==> config.mk <==
export PLATFORM = sky130hd
export DESIGN_NAME = uart_tx_buffer
export DESIGN_NICKNAME = d
export VERILOG_FILES = /design/src/rtl/uart_tx_buffer.sv
export SDC_FILE = /design/constraint.sdc
export NUM_CORES = 1
export LEC_CHECK = 0
export CAP_MARGIN = 10
export CORE_ASPECT_RATIO = 0.7
export CORE_MARGIN = 5
export CORE_UTILIZATION = 23
export DETAILED_ROUTE_END_ITERATION = 7
export PLACE_DENSITY = 0.37
export SYNTH_ARGS = -nofsm -noshare
export SYNTH_HDL_FRONTEND = slang
export SYNTH_SLANG_ARGS = --single-unit
==> constraint.sdc <==
create_clock -name UCLK -period 5.6 [get_ports UCLK]
set_input_delay 0.84 -clock UCLK [delete_from_list [all_inputs] [get_ports UCLK]]
set_output_delay 0.84 -clock UCLK [all_outputs]
set_load 0.01 [all_outputs]
==> src/rtl/uart_tx_buffer.sv <==
// Transmit holding FIFO feeding the UART TX control unit: queues bytes from the
// register side, launches them one per frame and holds byte + parity for the frame.
module uart_tx_buffer #(
  parameter int DATA_WIDTH = 8,
  parameter int DEPTH      = 16,
  localparam int PTR_W     = $clog2(DEPTH),
  localparam int CNT_W     = PTR_W + 1
) (
  input  logic                  UCLK,
  input  logic                  reset,
  input  logic                  wr_en,
  input  logic [DATA_WIDTH-1:0] wr_data,
  input  logic                  tx_enable,
  input  logic                  parity_odd,
  input  logic                  busy,
  input  logic                  clr_overflow,
  output logic                  data_valid,
  output logic [DATA_WIDTH-1:0] tx_data,
  output logic                  parity_bit,
  output logic                  full,
  output logic                  empty,
  output logic [CNT_W-1:0]      count,
  output logic                  overflow,
  output logic                  tx_idle,
  output logic [1:0]            dbg_state
);

  typedef enum logic [1:0] {
    S_IDLE      = 2'd0,
    S_ARMED     = 2'd1,
    S_WAIT_BUSY = 2'd2,
    S_WAIT_DONE = 2'd3
  } state_t;

  state_t                  state_q;
  logic                    data_valid_q;
  logic [DATA_WIDTH-1:0]   tx_data_q;
  logic                    parity_bit_q;

  logic [DATA_WIDTH-1:0]   mem_q [DEPTH];
  logic [PTR_W-1:0]        wr_ptr_q, wr_ptr_d;
  logic [PTR_W-1:0]        rd_ptr_q, rd_ptr_d;
  logic [CNT_W-1:0]        count_q, count_d;
  logic                    overflow_q, overflow_d;

  logic                    push;
  logic                    pop;
  logic [DATA_WIDTH-1:0]   head;

  // full/empty come from the registered count, so a write landing in the
  // same cycle as a pop from a full FIFO is still dropped.
  assign full  = (count_q == CNT_W'(DEPTH));
  assign empty = (count_q == '0);
  assign head  = mem_q[rd_ptr_q];

  assign push = wr_en & ~full;
  assign pop  = (state_q == S_IDLE) & tx_enable & ~empty & ~busy;

  always_comb begin
    wr_ptr_d   = wr_ptr_q;
    rd_ptr_d   = rd_ptr_q;
    count_d    = count_q;
    overflow_d = overflow_q;
    if (push) wr_ptr_d = wr_ptr_q + PTR_W'(1);
    if (pop)  rd_ptr_d = rd_ptr_q + PTR_W'(1);
    case ({push, pop})
      2'b10:   count_d = count_q + CNT_W'(1);
      2'b01:   count_d = count_q - CNT_W'(1);
      default: count_d = count_q;
    endcase
    if (clr_overflow)  overflow_d = 1'b0;
    if (wr_en && full) overflow_d = 1'b1;
  end

  always_ff @(posedge UCLK) begin
    if (reset) begin
      wr_ptr_q   <= '0;
      rd_ptr_q   <= '0;
      count_q    <= '0;
      overflow_q <= 1'b0;
    end else begin
      wr_ptr_q   <= wr_ptr_d;
      rd_ptr_q   <= rd_ptr_d;
      count_q    <= count_d;
      overflow_q <= overflow_d;
    end
  end

  always_ff @(posedge UCLK) begin
    if (push) mem_q[wr_ptr_q] <= wr_data;
  end

  // Handshake: data_valid is a one-cycle launch pulse; the downstream unit
  // raises busy for the frame, and the next launch waits until busy has fallen.
  always_ff @(posedge UCLK) begin
    if (reset) begin
      state_q      <= S_IDLE;
      data_valid_q <= 1'b0;
      tx_data_q    <= '0;
      parity_bit_q <= 1'b0;
    end else begin
      case (state_q)
        S_IDLE: begin
          if (pop) begin
            tx_data_q    <= head;
            parity_bit_q <= (^head) ^ parity_odd;
            data_valid_q <= 1'b1;
            state_q      <= S_ARMED;
          end
        end
        S_ARMED: begin
          data_valid_q <= 1'b0;
          state_q      <= S_WAIT_BUSY;
        end
        S_WAIT_BUSY: begin
          if (busy) state_q <= S_WAIT_DONE;
        end
        S_WAIT_DONE: begin
          if (!busy) state_q <= S_IDLE;
        end
        default: begin
          data_valid_q <= 1'b0;
          state_q      <= S_IDLE;
        end
      endcase
    end
  end

  assign data_valid = data_valid_q;
  assign tx_data    = tx_data_q;
  assign parity_bit = parity_bit_q;
  assign count      = count_q;
  assign overflow   = overflow_q;
  assign tx_idle    = (state_q == S_IDLE) & empty;
  assign dbg_state  = state_q;

endmodule

### Word level (Yosys, flattened, before mapping)

Memory sizes are Yosys's and may differ from the RTL's. A register that Yosys moved wholly into a read port is not among the register bits.
Index checks and enable logic that the tools add are counted.

| operators by class | value |
|---|---|
| $add $sub $neg | 4 |
| equality and inequality tests | 9 |
| multiplexer cells | 13 |
| bitwise operators | 9 |
| reduce and logical (&&, ||, !) cells | 10 |

Operators by type and width:

| kind | count |
|---|---|
| 5-bit one-hot mux with 2 select lines | 1 |
| 4-bit by 1-bit adder with 4-bit output (second input constant) | 2 |
| 4-bit 2-to-1 mux | 2 |
| 2-bit one-hot mux with 4 select lines | 1 |
| 8-bit XOR reduction | 1 |
| 2-bit equality test (second input constant) | 3 |
| 2-bit 2-to-1 mux | 3 |
| 2-bit inequality test (second input constant) | 3 |
| 2-bit nonzero test | 3 |
| 5-bit by 1-bit adder with 5-bit output (second input constant) | 1 |
| 1-bit bitwise AND | 5 |
| 5-bit equality test (second input constant) | 1 |
| 5-bit logical NOT | 1 |
| 1-bit 2-to-1 mux | 5 |
| 5-bit by 1-bit subtractor with 5-bit output (second input constant) | 1 |
| 2-bit by 1-bit equality test with 1-bit output (second input constant) | 2 |
| 2-bit AND reduction | 2 |
| 1-bit inverter | 3 |
| 3-bit AND reduction | 1 |
| 2-bit logical NOT | 1 |
| 1-bit one-hot mux with 2 select lines | 1 |
| 1-bit logical AND | 1 |
| 1-bit XOR | 1 |

| storage, ports and cells | value |
|---|---|
| flip-flop bits (word level) | 26 |
| bits in writable memories | 128 |
| input port bits | 15 |
| output and inout bits | 21 |
| word-level logic and storage cells | 54 |
| memories kept | 1 |

Memories:

| name | depth | bits a word | read ports | clocked after Yosys merged registers in | wr ports | line | source |
|---|---|---|---|---|---|---|---|
| mem_q | 16 | 8 | 1 | 1 | 1 | 40 | `logic [DATA_WIDTH-1:0] mem_q [DEPTH];` |

### Depth between registers and ports, before layout

Gate-level depths: netlist (run 1).

| depth | value |
|---|---|
| depth in word-level cells | 6 |
| depth in mapped cells | 16 |

### Least setup slack after synthesis (run 1)

Ideal clock, no wire load.

| timing path | value |
|---|---|
| kind | register to register |
| start | reg count_q[1], in the netlist count[1] |
| end | reg count_q[4], in the netlist count[4] |
| setup time | 70 ps |
| arrival | 3,423 ps |
| setup slack | 2,107 ps |
| stages on the path, launching flop included | 17 |
| path through | dfxtp_1 -> clkbuf_1 -> nor4_1 -> nor2b_1 -> or3_1 -> inv_1 -> buf_1 -> ha_1 -> clkbuf_1 -> xor2_1 -> ha_1 -> o21ai_0 -> a21oi_1 -> a21oi_1 -> xor2_1 -> or3_1 -> a21oi_1 |

| between the ends | value |
|---|---|
| cells in the longest elaborated chain, start to end | 6 |

Ends and longest elaborated chain:

| element | line | source |
|---|---|---|
| start: declaration | 43 | `logic [CNT_W-1:0] count_q, count_d;` |
| start signal: assignment | 84 | `count_q <= count_d;` |
| 5-bit logical NOT (*) | 53 | `assign empty = (count_q == '0);` |
| named net empty | 21 | `output logic empty,` |
| 1-bit inverter (*) | 57 | `assign pop = (state_q == S_IDLE) & tx_enable & ~empty & ~busy;` |
| 1-bit bitwise AND (*) (2 in series) | 57 |  |
| named net pop | 47 | `logic pop;` |
| 2-bit by 1-bit equality test with 1-bit output or 2-bit equality test (tied branches) | 66 | `case ({push, pop})` |
| 5-bit one-hot mux with 2 select lines or 2-bit nonzero test (tied branches) | n/a |  |

The timed path passes the listed nets; every way through them passes the cells marked *.
A chain may end at the register's enable or synchronous reset.

### Worst setup path after layout (run 1)

| timing path | value |
|---|---|
| start | in busy |
| end | reg count_q[4], in the netlist count[4] |

| between the ends | value |
|---|---|
| cells in the longest elaborated chain, start to end | 4 |

Ends and longest elaborated chain:

| element | line | source |
|---|---|---|
| start: declaration | 15 | `input logic busy,` |
| 1-bit inverter (*) | 57 |  |
| 1-bit bitwise AND (*) | 57 |  |
| 2-bit by 1-bit equality test with 1-bit output or 2-bit equality test (tied branches) | 66 |  |
| 5-bit one-hot mux with 2 select lines or 2-bit nonzero test (tied branches) | n/a |  |

Mark *: on every way between the ends. The rest lies on a longest branch, timed or not.

==> results of run 1 <==
## sequential cells by signal, indices dropped and copies added, names as in the netlist, named ones only
name,flops
mem_q,128
tx_data,8
count,5
rd_ptr_q,4
wr_ptr_q,4
dbg_state,2
data_valid,1
overflow,1
parity_bit,1
## synthesized netlist by cell type (8+ instances only)
master	number
nand3_1	8
nand2_1	37
inv_1	8
edfxtp_1	128
mux4_1	15
xor2_1	10
a21oi_1	20
nor2_1	32
mux4_2	21
ha_1	14
clkbuf_1	11
dfxtp_1	30
## final timing paths
| check | start | endpoint | slack [ns] | depth (start not counted) |
|---|---|---|---|---|
| hold / removal | tx_data[6] | tx_data[6] | 0.46 | 2 |
| hold reg to reg | tx_data[6] | tx_data[6] | 0.46 | 2 |
| setup reg to reg | count[1] | count[4] | 1.86 | 13 |
| setup / recovery | busy | count[4] | 1.82 | 12 |
## power by group
part           switching, W  leakage (nW)  internal, W
combinational      0.000208         0.822     0.000243
clock              0.000482         0.303     0.000668
sequential        0.0000613          1.40      0.00131
total              0.000752          2.53      0.00222
## worst register-to-register path: cells and delay by family (launching register included)
| kind | cells | cell delay (ns) |
|---|---|---|
| simple gates | 4 | 1.38 |
| xor+xnor | 2 | 0.28 |
| fa+ha+maj | 2 | 0.66 |
| compound gates | 4 | 0.58 |
| buf+inv | 1 | 0.35 |
| flops | 1 | 0.41 |
## final cells by class
cell class	instances	area, sq um	area share
tap	371	464	0.0596
multi-input combinational	196	1850	0.238
sequential	158	4450	0.571
clock buffer	21	514	0.0660
timing repair buffer	40	392	0.0503
clock inverter	11	87.6	0.0112
inverter	8	30.0	0.00386
## cell families (layout without fill, tap and decap cells)
kind of cell,count (synthesis),count (layout),synth area share
AOI/OAI and AO/OA,32,32,0.0284
muxes,37,37,0.136
and+or+nand+nor,97,97,0.0651
xor gates and xnor gates,16,16,0.0294
DFF,158,158,0.691
buffers and inverters,28,80,0.0231
adders and majority gates,14,14,0.0272
## routing by layer
layer | part of all wire | vias to the layer above | track usage
met1 | 0.50 | 1716 | 0.137
met4 | 0.0069 | 0 | 0.0254
met5 | 0 | - | 0
met3 | 0.036 | 10 | 0.0247
met2 | 0.46 | 54 | 0.146
li1 | - | 1550 | -
## cells in the final DEF (no fill, tap or decap), types with 8 or more instances in the layout
master	netlist	final
a21oi_1	20	20
clkbuf_16	0	20
clkdlybuf4s50_1	0	35
dfxtp_1	30	29
edfxtp_1	128	128
ha_1	14	14
inv_1	8	8
mux4_1	15	15
mux4_2	21	21
nand2_1	37	37
nand3_1	8	8
nor2_1	32	32
xor2_1	10	10
## stage by stage
stage          std cells  cell area [sq um]  total power [W]
2_1_floorplan        382               6440          0.00169
3_3_place_gp         772               7170          0.00186
3_5_place_dp         772               7170          0.00186
4_1_cts              804               7770          0.00302
5_1_grt              805               7790          0.00311
6_report             805               7790          0.00298
==> results.toml, run 1 <==
[setup_path]
crit_family = "simple AND/OR/NAND/NOR gates"
cpMostUsedCell = "a21oi_1"
required_ns = 5.94
crit_slowest_cell = "or3_1"
start_kind = "input port"
endpoint_kind = "register"
arrival_ns = 4.12
path_class = "in -> reg"
cp_cell_sequence = "clkdlybuf4s50_1, or3_1, inv_1, ha_1, xor2_1, ha_1, o21ai_0, a21oi_1, a21oi_1, xor2_1, or3_1, a21oi_1"
cp.buffers_inverters = 2
crit_path_max_incr_delay_ns = 0.58
critPathMaxFanout = 16

[floorplan]
dieArea_sq_mm = 0.0315
fp.coreArea_sq_mm = 0.0277
fp.dieW_um = 210
row_count = 51
dieHeight_um = 150
io_pins = 36
start_util = 0.232

[synthesis]
synth_ff_type = "edfxtp_1"
syn_nets = 411
async_flop_share = 0
netlist_area_sq_mm = 0.00644
yosysUniqueCellTypes = 32
seq_area_frac_synth = 0.691
yosys_warnings = 0
yosys-top-cells-area = "edfxtp_1, dfxtp_1, mux4_2"
synth-edff-count = 128
yosys.area.top_type = "edfxtp_1"
syn_area_per_cell_sq_um = 16.8
synth.top_cell.area_share = 0.597
ys_seq_elements = 158
postSynthCellCount = 382

[global_routing]
grt_pass1_wl_um = 21800
grt.overflow.total = 0
antenna_found_initial = 0
grtUsageTotal = 0.0962
grt_max_degree = 33
grt_pass1_vias = 3387

[timing]
setup_slack_ns = 1.82
grt_setup_unrepaired = "no"
worst_hold_slack_ns = 0.462
worstMarginPinSlew_ns = 1.09
fin_skew_ns = 0.0135
final_hold_viol_count = 0
slew_violations = 0
finalSetupTns_ns = 0
slew_headroom = 0.269
max_freq_mhz = 264
fin_crit_ns = 3.78
setup_viol = 0
fin_crit_sh = 0.675

[final_layout]
antenna_cells = 0
utilization = 0.281
final.fill_count = 2776
syn2layout_area_growth_pct = 21.0
num-nets-final = 450
drive_above_1_share = 0.143

[cts]
post_cts_resize_count = 0
cts_tree = "yes"
cts_setup_buffers = 0
clock_sinks = 158
root_buffer = "clkbuf_16"
ctsHtreeMaxLevel = 4
clock_path_buffers = 2
clk_latency_ns = 0.43
ctsHoldBuffers = 0
clk_pin_slew_ns = 0.06
cts_buffers = 17

[drt]
avgViaCountPerCell = 4.14
ant_nets = 0
drc = 0
dr_total_vias = 3330
drtPass1Iterations = 7
dr.first_iter.drc_count = 158
wl_per_cell_um = 18.3
routed_wl_um = 14700

[place]
dp_slack_ns = 1.37
gp_congestion = 0.695
hpwl_um = 9750
io_buffers = 35

[flow_run]
drv_cap = 0

[power]
irDropWorstVdd_v = 0.000189
p_per_area_mw_per_mm2 = 382
leakage_nw = 2.53

[hold_path]
hold_path.class = "reg -> reg"

[run_status]
status = "complete, no violations"
Note: power is estimated with default switching activity, not from simulation.
==> run 2, diff against run 1 <==
- PLACE_DENSITY: 0.37 -> 0.38
- clock period: 5.6 -> 3.1 ns (I/O delays scaled with it)
==> results.toml, run 2 (same netlist as run 1, synthesis figures left out) <==
[final_layout]
num-nets-final = 475
antenna_cells = 0
final.fill_count = 2780
finalInstanceArea_sq_mm = 0.00802
drive_above_1_share = 0.192
syn2layout_area_growth_pct = 24.6
mostFrequentLayoutCells = "edfxtp_1, nand2_1, clkdlybuf4s50_1"
final_common_cell = "edfxtp_1"
largest_register = "mem_q"
largest_reg_flops = 128

[drt]
drc = 0
ant_nets = 0
dr.first_iter.drc_count = 208
drtPass1Iterations = 4
wl_per_cell_um = 17.5
routed_wl_um = 14500
dr_total_vias = 3412
avgViaCountPerCell = 4.11

[global_routing]
grt_pass1_vias = 3502
grt.overflow.total = 0
grtUsageTotal = 0.0961
grt_max_degree = 18
grt_pass1_wl_um = 22200
antenna_found_initial = 1

[setup_path]
crit_path_max_incr_delay_ns = 0.47
path_depth = 13
arrival_ns = 3.15
path_class = "reg -> reg"
crit_start = "count[2]"
cpMostUsedCell = "a21oi_1"
endpoint_kind = "register"
worstSetupEndpoint = "count[4]"
r2r-end = "count[4]"
crit_slowest_cell = "dfxtp_1"
start_kind = "register"
cp_cell_sequence = "nor4_2, nor2b_2, or3_1, inv_2, ha_1, xor2_1, ha_1, o21ai_0, a21oi_1, a21oi_1, xor2_1, or3_1, a21oi_1"
ff2ff_setup_slack_ns = 0.29
critPathMaxFanout = 8
r2r-start = "count[2]"
crit_family = "simple AND/OR/NAND/NOR gates"
ff2ff_path_depth = 13
required_ns = 3.44
cp.buffers_inverters = 1

[place]
io_buffers = 35
dpl-instance-area_sq_mm = 0.00742
dp_slack_ns = 0.103
gp_congestion = 0.688
hpwl_um = 10100

[timing]
fin_skew_ns = 0.00928
slew_headroom = 0.567
max_freq_mhz = 356
slew_violations = 0
final_hold_viol_count = 0
finalSetupTns_ns = 0
fin_crit_ns = 2.81
worstMarginPinSlew_ns = 0.648
setup_slack_ns = 0.290
setup_viol = 0
grt_setup_unrepaired = "no"
fin_crit_sh = 0.906

[floorplan]
dieArea_sq_mm = 0.0315
fp.coreArea_sq_mm = 0.0277
io_pins = 36
start_util = 0.232
row_count = 51
dieHeight_um = 150
fp.dieW_um = 210

[power]
p_total_w = 0.00542
leakage_nw = 2.66
irDropWorstVdd_v = 0.000349
p_per_area_mw_per_mm2 = 676

[cts]
cts_setup_buffers = 0
clock_path_buffers = 2
root_buffer = "clkbuf_16"
post_cts_resize_count = 0
clk_pin_slew_ns = 0.06
ctsHtreeMaxLevel = 4
clk_latency_ns = 0.42
clock_sinks = 158
cts_tree = "yes"
ctsHoldBuffers = 0
cts_buffers = 17

[flow_run]
drv_cap = 0

[hold_path]
hold_path.class = "reg -> reg"

[run_status]
status = "complete, no violations"
==> run 2: routing by layer <==
layer / GRT usage / part of all wire
met4: 0.0264 / 0.011
met3: 0.0251 / 0.039
met2: 0.142 / 0.45
met5: 0 / 0.0012
met1: 0.140 / 0.50
==> run 2: final cells by class <==
cell class	instances	area (sq um)	area share
Clock inverter	10	68.8	0.00858
Sequential cell	158	4450	0.555
Timing Repair Buffer	65	626	0.0780
Inverter	8	30.0	0.00375
Clock buffer	22	531	0.0662
Multi-Input combinational cell	196	1850	0.231
Tap cell	371	464	0.0579
==> run 2: through the flow <==
step | hold slack [ns] | util | instances
after floorplan | 0.468 | - | 382
after global placement | 0.451 | 0.268 | 798
after detailed placement | 0.451 | 0.268 | 798
after CTS | 0.461 | 0.289 | 830
after global routing | 0.480 | 0.289 | 830
final | 0.458 | 0.289 | 830
==> run 2: power by group <==
| group | internal, W | total (W) | switching, W |
|---|---|---|---|
| Sequential | 0.00237 | 0.00243 | 0.0000582 |
| Combinational | 0.000490 | 0.000928 | 0.000438 |
| Clock | 0.00122 | 0.00206 | 0.000839 |
| Total | 0.00408 | 0.00542 | 0.00134 |
==> run 2: worst reg2reg max path, cell delays in order (launching register included) <==
cell and delay (ns):
dfxtp_1 0.47, nor4_2 0.10, nor2b_2 0.18, or3_1 0.39, inv_2 0.08, ha_1 0.18, xor2_1 0.19, ha_1 0.22
o21ai_0 0.09, a21oi_1 0.15, a21oi_1 0.09, xor2_1 0.14, or3_1 0.31, a21oi_1 0.14
==> run 2: worst min path at each step <==
stage | startpoint | endpoint | slack, ns | cells past startpoint
2_1_floorplan | rd_ptr_q[1] | register | 0.47 | 2
3_3_place_gp | tx_data[6] | tx_data[6] | 0.45 | 2
3_5_place_dp | tx_data[0] | tx_data[0] | 0.45 | 2
4_1_cts | tx_data[2] | tx_data[2] | 0.46 | 2
5_1_grt | parity_bit | parity_bit | 0.48 | 2
6_report | tx_data[6] | tx_data[6] | 0.46 | 2
==> run 3, diff against run 2 <==
- CORE_UTILIZATION: 23 -> 40
- PLACE_DENSITY: 0.38 -> 0.58
==> results.toml, run 3 (same netlist as run 1, synthesis figures left out) <==
[hold_path]
hold_path.class = "reg -> reg"
min_from = "tx_data[5]"
hold_end = "tx_data[5]"
whs_path_depth = 2

[drt]
drc = 0
dr_total_vias = 3410
ant_nets = 0
drtPass1Iterations = 5
avgViaCountPerCell = 5.22
routed_wl_um = 13400
wl_per_cell_um = 20.5
dr.first_iter.drc_count = 292

[final_layout]
final_common_cell = "edfxtp_1"
finalInstanceArea_sq_mm = 0.00780
final.fill_count = 1289
drive_above_1_share = 0.181
utilization = 0.499
antenna_cells = 0
mostFrequentLayoutCells = "edfxtp_1, nand2_1, clkdlybuf4s50_1"
largest_register = "mem_q"
syn2layout_area_growth_pct = 21.2
seq_area_sq_mm = 0.00445
num-nets-final = 469
multiInputGateArea_sq_mm = 0.00186
largest_reg_flops = 128

[setup_path]
endpoint_kind = "register"
cp_cell_sequence = "nor4_4, nor2b_2, or3_1, inv_2, ha_1, xor2_1, ha_1, o21ai_0, a21oi_1, a21oi_1, xor2_1, or3_1, a21oi_1"
crit_slowest_cell = "dfxtp_1"
arrival_ns = 3.17
required_ns = 3.43
ff2ff_setup_slack_ns = 0.26
start_kind = "register"
cpMostUsedCell = "a21oi_1"
r2r-start = "count[0]"
r2r-end = "count[4]"
crit_path_max_incr_delay_ns = 0.38
path_class = "reg -> reg"
cp.buffers_inverters = 1
crit_family = "simple AND/OR/NAND/NOR gates"
critPathMaxFanout = 5
ff2ff_path_depth = 13

[timing]
setup_viol = 0
slew_headroom = 0.323
finalSetupTns_ns = 0
fin_crit_ns = 2.84
max_freq_mhz = 352
grt_setup_unrepaired = "no"
worst_hold_slack_ns = 0.460
fin_crit_sh = 0.917
worstMarginPinSlew_ns = 1.01
slew_violations = 0
final_hold_viol_count = 0
fin_skew_ns = 0.0104

[floorplan]
dieHeight_um = 116
fp.dieW_um = 162
io_pins = 36
fp.coreArea_sq_mm = 0.0156
row_count = 38
start_util = 0.411
dieArea_sq_mm = 0.0188

[global_routing]
grt_max_degree = 33
antenna_found_initial = 0
grt.overflow.total = 0
grtUsageTotal = 0.151
grt_pass1_wl_um = 20500
grt_pass1_vias = 3429

[run_status]
status = "complete, no violations"

[place]
gp_congestion = 0.753
hpwl_um = 8770
dpl-instance-area_sq_mm = 0.00713
io_buffers = 35

[power]
leakage_nw = 2.65
p_per_area_mw_per_mm2 = 712
irDropWorstVdd_v = 0.000436

[cts]
clock_sinks = 158
cts_buffers = 17
root_buffer = "clkbuf_16"
clk_latency_ns = 0.42
cts_tree = "yes"
clock_path_buffers = 2
clk_pin_slew_ns = 0.06
ctsHoldBuffers = 0
ctsHtreeMaxLevel = 4

[flow_run]
drv_cap = 0
==> run 3: cell count changes in the layout (fill, tap and decap cells not counted), sizes merged <==
cell    change
buf         -6
clkbuf      +3
clkinv      -1
inv         -2
==> run 3: worst min-delay path, delay by kind of cell (launching register included) <==
kind	cells	cell delay, ns
AOI/OAI and AO/OA	1	0.05
DFF	1	0.31
and+or+nand+nor	1	0.05
==> run 3: per-layer routing <==
metal	track usage	up-vias	wire, um
met3	0.0360	8	754
met2	0.224	64	6020
met1	0.224	1758	6500
li1	-	1580	-
met5	0	-	0
met4	0.0473	0	113
==> run 3: how the worst max path moves through the flow <==
stage | end | start | cells past startpoint | slack, ns
6_report | count[4] | count[0] | 13 | 0.26
5_1_grt | count[4] | count[0] | 13 | 0.02
4_1_cts | count[4] | count[0] | 13 | 0.22
3_5_place_dp | count[4] | busy | 12 | 0.10
3_3_place_gp | count[4] | busy | 12 | 0.17
2_1_floorplan | count[4] | count[1] | 16 | 0.03
==> run 3: area by class of cell <==
cell class | count | area share
Timing Repair Buffer | 59 | 0.0712
Multi-Input combinational cell | 196 | 0.239
Tap cell | 200 | 0.0321
Clock buffer | 25 | 0.0776
Inverter | 8 | 0.00385
Sequential cell | 158 | 0.570
Clock inverter | 7 | 0.00674
==> run 3: repair_timing <==
action,CTS,global route
setup endpoints to repair,0,1
gates resized for setup,0,1
buffers inserted,0,0
==> run 3: per-stage QoR <==
| stage | power (W) | cells | worst slack [ns] |
|---|---|---|---|
| after global routing | 0.00578 | 653 | 0.0184 |
| final | 0.00555 | 653 | 0.257 |
| after detailed placement | 0.00340 | 621 | 0.104 |
| after floorplan | 0.00307 | 382 | 0.0323 |
| after CTS | 0.00559 | 653 | 0.215 |
| after global placement | 0.00337 | 621 | 0.174 |
==> run 3: report_power, final <==
group,internal [W],switching (W)
Combinational,0.000483,0.000441
Sequential,0.00237,0.0000613
Clock,0.00137,0.000822
